==> config.mk <==
export PLATFORM = sky130hd
export DESIGN_NAME = wr_merge
export DESIGN_NICKNAME = d
export VERILOG_FILES = /design/src/rtl/wr_merge.sv
export SDC_FILE = /design/constraint.sdc
export NUM_CORES = 1
export LEC_CHECK = 0
export ABC_CLOCK_PERIOD_IN_PS = 7100
export BUFFER_PORTS_ARGS = -buffer_cell sky130_fd_sc_hd__clkbuf_2
export CAP_MARGIN = 20
export CORE_UTILIZATION = 40
export CTS_BUF_LIST = sky130_fd_sc_hd__clkbuf_4 sky130_fd_sc_hd__clkbuf_8 sky130_fd_sc_hd__clkbuf_16
export CTS_CLUSTER_SIZE = 14
export DETAILED_ROUTE_END_ITERATION = 6
export GPL_ROUTABILITY_DRIVEN = 0
export GPL_TIMING_DRIVEN = 0
export PLACE_DENSITY = 0.6
export SYNTH_ARGS = -nofsm -noshare
export SYNTH_HDL_FRONTEND = slang
export SYNTH_SLANG_ARGS = --single-unit
==> constraint.sdc <==
create_clock -name clk_i -period 7.1 [get_ports clk_i]
set_input_delay 0.71 -clock clk_i [delete_from_list [all_inputs] [get_ports clk_i]]
set_output_delay 0.71 -clock clk_i [all_outputs]
set_load 0.01 [all_outputs]
==> src/rtl/wr_merge.sv <==
// Two-input merge of worker-result words: a small FIFO per input, round-robin
// arbitration between them, and a registered single-word output stage.
module wr_merge #(
  parameter int unsigned WORKER_RESULT_WIDTH = 67,
  parameter int unsigned DEPTH               = 2,
  parameter int unsigned CNT_WIDTH           = 16
) (
  input  logic                           clk_i,
  input  logic                           rst_ni,
  input  logic                           wr0_valid_i,
  input  logic [WORKER_RESULT_WIDTH-1:0] wr0_data_i,
  output logic                           wr0_ready_o,
  input  logic                           wr1_valid_i,
  input  logic [WORKER_RESULT_WIDTH-1:0] wr1_data_i,
  output logic                           wr1_ready_o,
  output logic                           out_valid_o,
  output logic [WORKER_RESULT_WIDTH-1:0] out_data_o,
  input  logic                           out_ready_i,
  output logic                           out_src_o,
  output logic [CNT_WIDTH-1:0]           fwd_count_o
);

  localparam int unsigned PtrW = (DEPTH > 1) ? $clog2(DEPTH) : 1;
  localparam int unsigned OccW = $clog2(DEPTH + 1);
  localparam logic [OccW-1:0] DepthOcc = OccW'(DEPTH);

  typedef logic [WORKER_RESULT_WIDTH-1:0] word_t;

  logic [1:0]      in_valid;
  word_t           in_data [2];
  logic [1:0]      push, pop, nonempty;
  logic            slot_free, grant_any, grant;

  word_t           mem_q  [2][DEPTH];
  logic [PtrW-1:0] wptr_q [2];
  logic [PtrW-1:0] wptr_d [2];
  logic [PtrW-1:0] rptr_q [2];
  logic [PtrW-1:0] rptr_d [2];
  logic [OccW-1:0] occ_q  [2];
  logic [OccW-1:0] occ_d  [2];
  logic [1:0]      ready_q, ready_d;

  logic            out_valid_q, out_valid_d;
  word_t           out_data_q, out_data_d;
  logic            out_src_q, out_src_d;
  logic            pref_q, pref_d;
  logic [CNT_WIDTH-1:0] fwd_q, fwd_d;

  assign in_valid   = {wr1_valid_i, wr0_valid_i};
  assign in_data[0] = wr0_data_i;
  assign in_data[1] = wr1_data_i;

  // Arbitration: a lone non-empty FIFO wins, otherwise the preferred input.
  always_comb begin
    slot_free = !out_valid_q || out_ready_i;
    for (int i = 0; i < 2; i++) begin
      nonempty[i] = (occ_q[i] != '0);
    end
    grant_any = slot_free && (|nonempty);
    grant     = (&nonempty) ? pref_q : nonempty[1];
    pop[0]    = grant_any && !grant;
    pop[1]    = grant_any && grant;
    push      = in_valid & ready_q;
  end

  always_comb begin
    for (int i = 0; i < 2; i++) begin
      wptr_d[i] = wptr_q[i] + PtrW'(push[i]);
      rptr_d[i] = rptr_q[i] + PtrW'(pop[i]);
      occ_d[i]  = occ_q[i];
      unique case ({push[i], pop[i]})
        2'b10:   occ_d[i] = occ_q[i] + OccW'(1);
        2'b01:   occ_d[i] = occ_q[i] - OccW'(1);
        default: occ_d[i] = occ_q[i];
      endcase
      ready_d[i] = (occ_d[i] < DepthOcc);
    end
  end

  always_comb begin
    out_valid_d = out_valid_q;
    out_data_d  = out_data_q;
    out_src_d   = out_src_q;
    pref_d      = pref_q;
    fwd_d       = fwd_q + CNT_WIDTH'(out_valid_q && out_ready_i);
    if (slot_free) begin
      out_valid_d = grant_any;
      if (grant_any) begin
        out_data_d = mem_q[grant][rptr_q[grant]];
        out_src_d  = grant;
        pref_d     = ~grant;
      end
    end
  end

  // Storage is not reset; occupancy alone decides what is valid.
  always_ff @(posedge clk_i) begin
    for (int i = 0; i < 2; i++) begin
      if (push[i]) begin
        mem_q[i][wptr_q[i]] <= in_data[i];
      end
    end
  end

  always_ff @(posedge clk_i or negedge rst_ni) begin
    if (!rst_ni) begin
      for (int i = 0; i < 2; i++) begin
        wptr_q[i] <= '0;
        rptr_q[i] <= '0;
        occ_q[i]  <= '0;
      end
      ready_q     <= '0;
      out_valid_q <= 1'b0;
      out_data_q  <= '0;
      out_src_q   <= 1'b0;
      pref_q      <= 1'b0;
      fwd_q       <= '0;
    end else begin
      for (int i = 0; i < 2; i++) begin
        wptr_q[i] <= wptr_d[i];
        rptr_q[i] <= rptr_d[i];
        occ_q[i]  <= occ_d[i];
      end
      ready_q     <= ready_d;
      out_valid_q <= out_valid_d;
      out_data_q  <= out_data_d;
      out_src_q   <= out_src_d;
      pref_q      <= pref_d;
      fwd_q       <= fwd_d;
    end
  end

  assign wr0_ready_o = ready_q[0];
  assign wr1_ready_o = ready_q[1];
  assign out_valid_o = out_valid_q;
  assign out_data_o  = out_data_q;
  assign out_src_o   = out_src_q;
  assign fwd_count_o = fwd_q;

endmodule

==> impl_metrics.json, run 1 <==
{
  "end_kind": "flip-flop",
  "antenna_found_initial": 2,
  "grt_util_all_layers_pct": 18.7,
  "finalCritPeriodShare_pct": 31.8,
  "setup_viol": 0,
  "final_nets": 1321,
  "clock_latency_ns": 0.52,
  "max_slew_margin_pct": 40.5,
  "irDropWorstVdd_uv": 202,
  "drt_iter0_markers": 495,
  "worstRegToRegCells": 9,
  "cts_resized": 0,
  "cts_hold_buffers": 0,
  "cp_common_cell": "buf_6",
  "io_buffers": 225,
  "grt_pass1_wl_um": 49800,
  "synth_top_family_by_area": "compound AO/OA/AOI/OAI gates",
  "crit_fanout": 10,
  "max_cap_viol_count": 0,
  "clk_pin_slew_ns": 0.05,
  "yosys.area_share.xor_xnor_pct": 1.38,
  "wl_per_cell_um": 19.9,
  "synthAdderAreaFrac_pct": 0.719,
  "yosysUniqueCellTypes": 30,
  "crit_type": "flip-flop to flip-flop",
  "diodes": 0,
  "cts-root-buf": "clkbuf_16",
  "synth_fp_nets": 1051,
  "fmax_mhz": 443,
  "numCtsBuffers": 39,
  "first_global_vias": 8238,
  "synth-seq-area-share_pct": 75.0,
  "clockBufferDepth": 3,
  "cts_tree": "yes",
  "dp_hpwl_um": 21500,
  "muxShareOfSynthArea_pct": 0,
  "die_x_um": 189,
  "cp.required_ns": 7.50,
  "drtAntennaViolNets": 0,
  "coreArea_um2": 33900,
  "num_rows": 67,
  "netlist_instances": 904,
  "worst-endpoint-arrival_ns": 2.66,
  "whs_ns": 0.283,
  "cts.sinks": 364,
  "p_per_area_nw_per_um2": 441,
  "yosys.cell_count.top_type": "edfxtp_1",
  "die_h_um": 189,
  "cts_setup_buffers": 0,
  "path_cells": "o21bai_2, o21a_2, buf_6, buf_6, nor2_4, ha_1, nor2_1, xor2_1, inv_1",
  "critPathLaunchType": "flip-flop",
  "grt_max_degree": 97,
  "slowest_stage": "dfrtp_1",
  "firstDrtPassIters": 4,
  "initial_core_util_pct": 41.1,
  "status": "finished, final reports clean",
  "io_pins": 226,
  "ys.flop_type": "edfxtp_1",
  "yosysWarnings": 0,
  "min_period_ns": 2.26,
  "grt.overflow.total": 0,
  "cp_slowest_stage_delay_ns": 0.47,
  "die_area_um2": 35600,
  "async_flop_share_pct": 26.4,
  "ys_top_cells_by_area": "edfxtp_1 58%, dfrtp_1 17%, a211oi_1 7.2%",
  "rsz0062_at_grt": "no",
  "dp_slack_ns": 4.58,
  "vias_per_cell": 5.09,
  "clock-skew-final_ns": 0.0129,
  "area_delta_synth_final_pct": 22.4,
  "vias": 8402,
  "synth-seq-cells": 364,
  "cp.depth": 9,
  "wirelength_um": 32900,
  "final.fill_count": 2915,
  "syn_area_um2": 13900,
  "p_leak_nw": 6.42,
  "htreeDepth": 2,
  "synth_compound_area_share_pct": 11.3,
  "finish.utilization_pct": 50.4,
  "synth_top_area_cell": "edfxtp_1",
  "tns_ns": 0,
  "finalWorstSetupSlack_ns": 4.84,
  "synth_edf_count": 268,
  "layout-drive-gt1-share_pct": 28.3,
  "yosys.area.top_type_share_pct": 57.8,
  "critPathBufInv": 3,
  "final_max_slew_viol_count": 0,
  "syn_avg_cell_area_um2": 15.4,
  "synth_common_cells": "268 x edfxtp_1, 134 x a211oi_1, 134 x nor2b_1",
  "finalHoldViolations": 0,
  "synth-simple-area-share_pct": 8.95,
  "worst_pin_slew_ns": 0.892,
  "hold_path_class": "primary input to async pin",
  "drc_errors": 0,
  "cp_top_family": "compound AO/OA/AOI/OAI gates"
}
layout by cell type (no fill, tap or decap), types with 2 or more instances in the layout:
cell       synthesis  final
a211oi_1         134    134
buf_6              4      4
bufinv_16          0      2
nand4_1            2      2
clkbuf_2           0    224
clkbuf_16          0     42
edfxtp_1         268    268
nor2_1             6      6
clkbuf_4           0     11
ha_4               0      4
clkbuf_1          21     21
ha_1               8      4
buf_16             0      2
dfrtp_1           96     96
o31ai_1           67     67
nand3_1            8      8
nand2_1           76     76
clkinv_1           0      6
buf_2             23     23
xor2_1             7      7
clkbuf_8           0      3
buf_12             0      2
and3_1             2      2
buf_4             11     11
inv_1             10     10
xnor2_1           15     15
nor2b_1          134    134
clkinv_2           0      7
power by group:
part / leakage [nW] / switching [mW] / total [mW] / internal, mW
Sequential: 3.64 / 0.225 / 3.11 / 2.89
Combinational: 2.13 / 1.54 / 2.40 / 0.860
Clock: 0.648 / 0.789 / 2.00 / 1.21
Total: 6.42 / 2.56 / 7.51 / 4.96
logic make-up after synthesis:
logic type,count (synthesis)
AO/OA/AOI/OAI,207
adder cells (fa/ha/maj),8
AND/OR/NAND/NOR,233
flip-flops,364
XOR/XNOR,22
buffers and inverters,70
sequential cells by signal, summed over array words and instances, names as in the netlist, 2 cells and up, named ones only:
register	flops
mem_q	268
rptr_q	2
fwd_count_o	16
occ_q	2
out_data_o	67
ready_q	2
wptr_q	2
stage by stage:
| stage | power (mW) | std cells | cell area, um2 |
|---|---|---|---|
| after global placement | 5.55 | 1577 | 15600 |
| after CTS | 7.63 | 1652 | 17100 |
| after detailed placement | 5.62 | 1581 | 15800 |
| after floorplan | 4.62 | 904 | 13900 |
| final | 7.51 | 1652 | 17100 |
| after global routing | 7.96 | 1652 | 17100 |
layer usage:
metal	GRT usage (%)	vias to the layer above	share of wire (%)
met5	0	-	0.030
met4	4.87	2	1.9
met3	4.15	42	6.4
met1	26.0	4164	45
li1	-	3958	-
met2	29.8	236	47
path summary, 6_finish.rpt:
check	from	endpoint	slack [ns]
setup / recovery	occ_q[2]	ready_q[0]	4.84
hold / removal	rst_ni	fwd_count_o[9]	0.28
setup reg to reg	occ_q[2]	ready_q[0]	4.84
hold reg to reg	out_data_o[31]	out_data_o[31]	0.48
max in group asynchronous	rst_ni	out_data_o[36]	6.17
min in group clk_i	wr0_data_i[46]	mem_q[0][46]	0.38
cell type report:
cell class	instances	area, um2	share of cell area [%]
Buffer	60	325	1.91
Inverter	10	37.5	0.220
Multi-Input combinational cell	470	3170	18.6
Tap cell	448	561	3.29
Timing Repair Buffer	229	1230	7.21
Clock inverter	16	125	0.734
Sequential cell	364	10500	61.3
Clock buffer	55	1160	6.81
worst reg2reg max path: stages, from the launching register on:
cell      delay, ns
dfrtp_1        0.47
o21bai_2       0.21
o21a_2         0.33
buf_6          0.21
buf_6          0.18
nor2_4         0.05
ha_1           0.32
nor2_1         0.15
xor2_1         0.18
inv_1          0.05
No activity file was read; power rests on OpenSTA's default activity.
==> run 2: changes to the inputs <==
Settings changed: ABC_CLOCK_PERIOD_IN_PS 7100 to 2060, PLACE_DENSITY 0.6 to 0.62.
Clock period 7.1 ns to 2.06 ns, I/O delays scaled along.
==> run 2 against run 1 <==
  * Clock skew rose by 0.011 ns
  * Largest power group unchanged
  * Largest cell class unchanged
  * Clock-buffer cell count fell by 2
  * Maximum frequency rose by 17%
  * Via count rose by 7.6%
==> impl_metrics.json, run 2 (same netlist as run 1, synthesis figures left out) <==
{
  "status": "finished, final reports clean",
  "path_cells": "o41ai_4, buf_6, nor2_4, ha_1, nor2_2, xor2_1, inv_1",
  "vias_per_cell": 5.04,
  "tns_ns": 0,
  "cts-root-buf": "clkbuf_16",
  "fin_area_um2": 18500,
  "largest_reg_flops": 268,
  "finalCritPeriodShare_pct": 93.4,
  "grt_pass1_wl_um": 52000,
  "htreeDepth": 2,
  "cp_slowest_stage_delay_ns": 0.46,
  "clock_latency_ns": 0.53,
  "hold_path_class": "primary input to flip-flop",
  "rsz0062_at_grt": "yes",
  "grt_max_degree": 97,
  "irDropWorstVdd_uv": 740,
  "p_per_area_nw_per_um2": 1420,
  "critPathLaunchType": "flip-flop",
  "final_common_cell": "edfxtp_1",
  "rrSetupSlack_ns": 0.14,
  "dp_hpwl_um": 21500,
  "p_leak_nw": 7.01,
  "coreArea_um2": 33900,
  "initial_core_util_pct": 41.1,
  "drtAntennaViolNets": 0,
  "setup_viol": 0,
  "finish.utilization_pct": 54.6,
  "num_rows": 67,
  "worst-endpoint-arrival_ns": 2.32,
  "layout-drive-gt1-share_pct": 26.4,
  "io_pins": 226,
  "die_x_um": 189,
  "grt_util_all_layers_pct": 19.4,
  "crit_type": "flip-flop to flip-flop",
  "cp_top_family": "flip-flops",
  "antenna_found_initial": 3,
  "total_power_mw": 26.4,
  "cts_tree": "yes",
  "max_slew_margin_pct": 41.5,
  "slowest_stage": "dfrtp_2",
  "min_period_ns": 1.92,
  "finalHoldViolations": 0,
  "io_buffers": 225,
  "cp.required_ns": 2.46,
  "vias": 9040,
  "die_area_um2": 35600,
  "mostFrequentLayoutCells": "268 x edfxtp_1, 229 x clkbuf_2, 135 x dlygate4sd3_1",
  "clockBufferDepth": 3,
  "cp.depth": 7,
  "crit_fanout": 4,
  "worst_pin_slew_ns": 0.878,
  "fmax_mhz": 520,
  "die_h_um": 189,
  "max_cap_viol_count": 0,
  "critPathBufInv": 2,
  "first_global_vias": 9109,
  "worstRegToRegCells": 7,
  "placed_area_um2": 15800,
  "min_path_cells": 3,
  "end_kind": "flip-flop",
  "clk_pin_slew_ns": 0.06,
  "area_delta_synth_final_pct": 32.8,
  "final_max_slew_viol_count": 0,
  "wl_per_cell_um": 19.3,
  "firstDrtPassIters": 4,
  "drt_iter0_markers": 483,
  "wirelength_um": 34600,
  "numCtsBuffers": 39,
  "drc_errors": 0,
  "final_nets": 1459,
  "clock-skew-final_ns": 0.0240,
  "cts.sinks": 364,
  "grt.overflow.total": 0
}
-- run 2: timing repair --
item,CTS,global route
buffers inserted,3,1
hold buffers,135,0
endpoints found under the setup margin,4,42
pin swaps,0,3
gates resized for setup,5,17
endpoints found under the hold margin,364,0
-- run 2: where the power goes --
part / switching [mW] / leakage [nW] / internal [mW]
Sequential: 0.785 / 3.64 / 9.95
Combinational: 5.53 / 2.74 / 3.23
Clock: 2.76 / 0.634 / 4.10
-- run 2: path summary, 6_finish.rpt --
check,startpoint,endpoint
max,flip-flop,ready_q[1]
max in group asynchronous,rst_ni,async pin
max reg2reg,flip-flop,ready_q[1]
min,out_ready_i,fwd_count_o[0]
min reg2reg,out_data_o[63],out_data_o[63]
min in group asynchronous,rst_ni,out_data_o[45]
-- run 2: final cells by class --
cell class,count,area [um2]
diodes,3,7.51
flip-flops and latches,364,10500
multi-input cells,470,3200
plain buffers,59,328
well taps,448,561
clock inverters,19,163
inverters,10,37.5
clock buffers,53,1120
fillers,2785,15400
repair buffers,368,2630
-- run 2: routing by layer --
metal | up-vias | share of wire [%] | GRT usage (%)
met4 | 0 | 2.1 | 5.83
met5 | - | 0 | 0
met2 | 285 | 49 | 32.2
met1 | 4466 | 44 | 25.8
met3 | 50 | 5.2 | 3.71
li1 | 4239 | - | -
-- run 2: worst reg2reg max path, stage by stage (launching register included) --
cell     delay [ns]
dfrtp_2        0.46
o41ai_4        0.42
buf_6          0.18
nor2_4         0.06
ha_1           0.33
nor2_2         0.12
xor2_1         0.19
inv_1          0.05
-- run 2: stage by stage --
stage,hold WS [ns],cells,setup WS (ns)
floorplan,-0.0896,904,-0.520
global placement,0.395,1577,-1.84
detailed placement,0.390,1581,-0.192
CTS,0.0116,1791,-0.0173
global route,0.0454,1794,-0.0154
finish,0.0323,1794,0.136
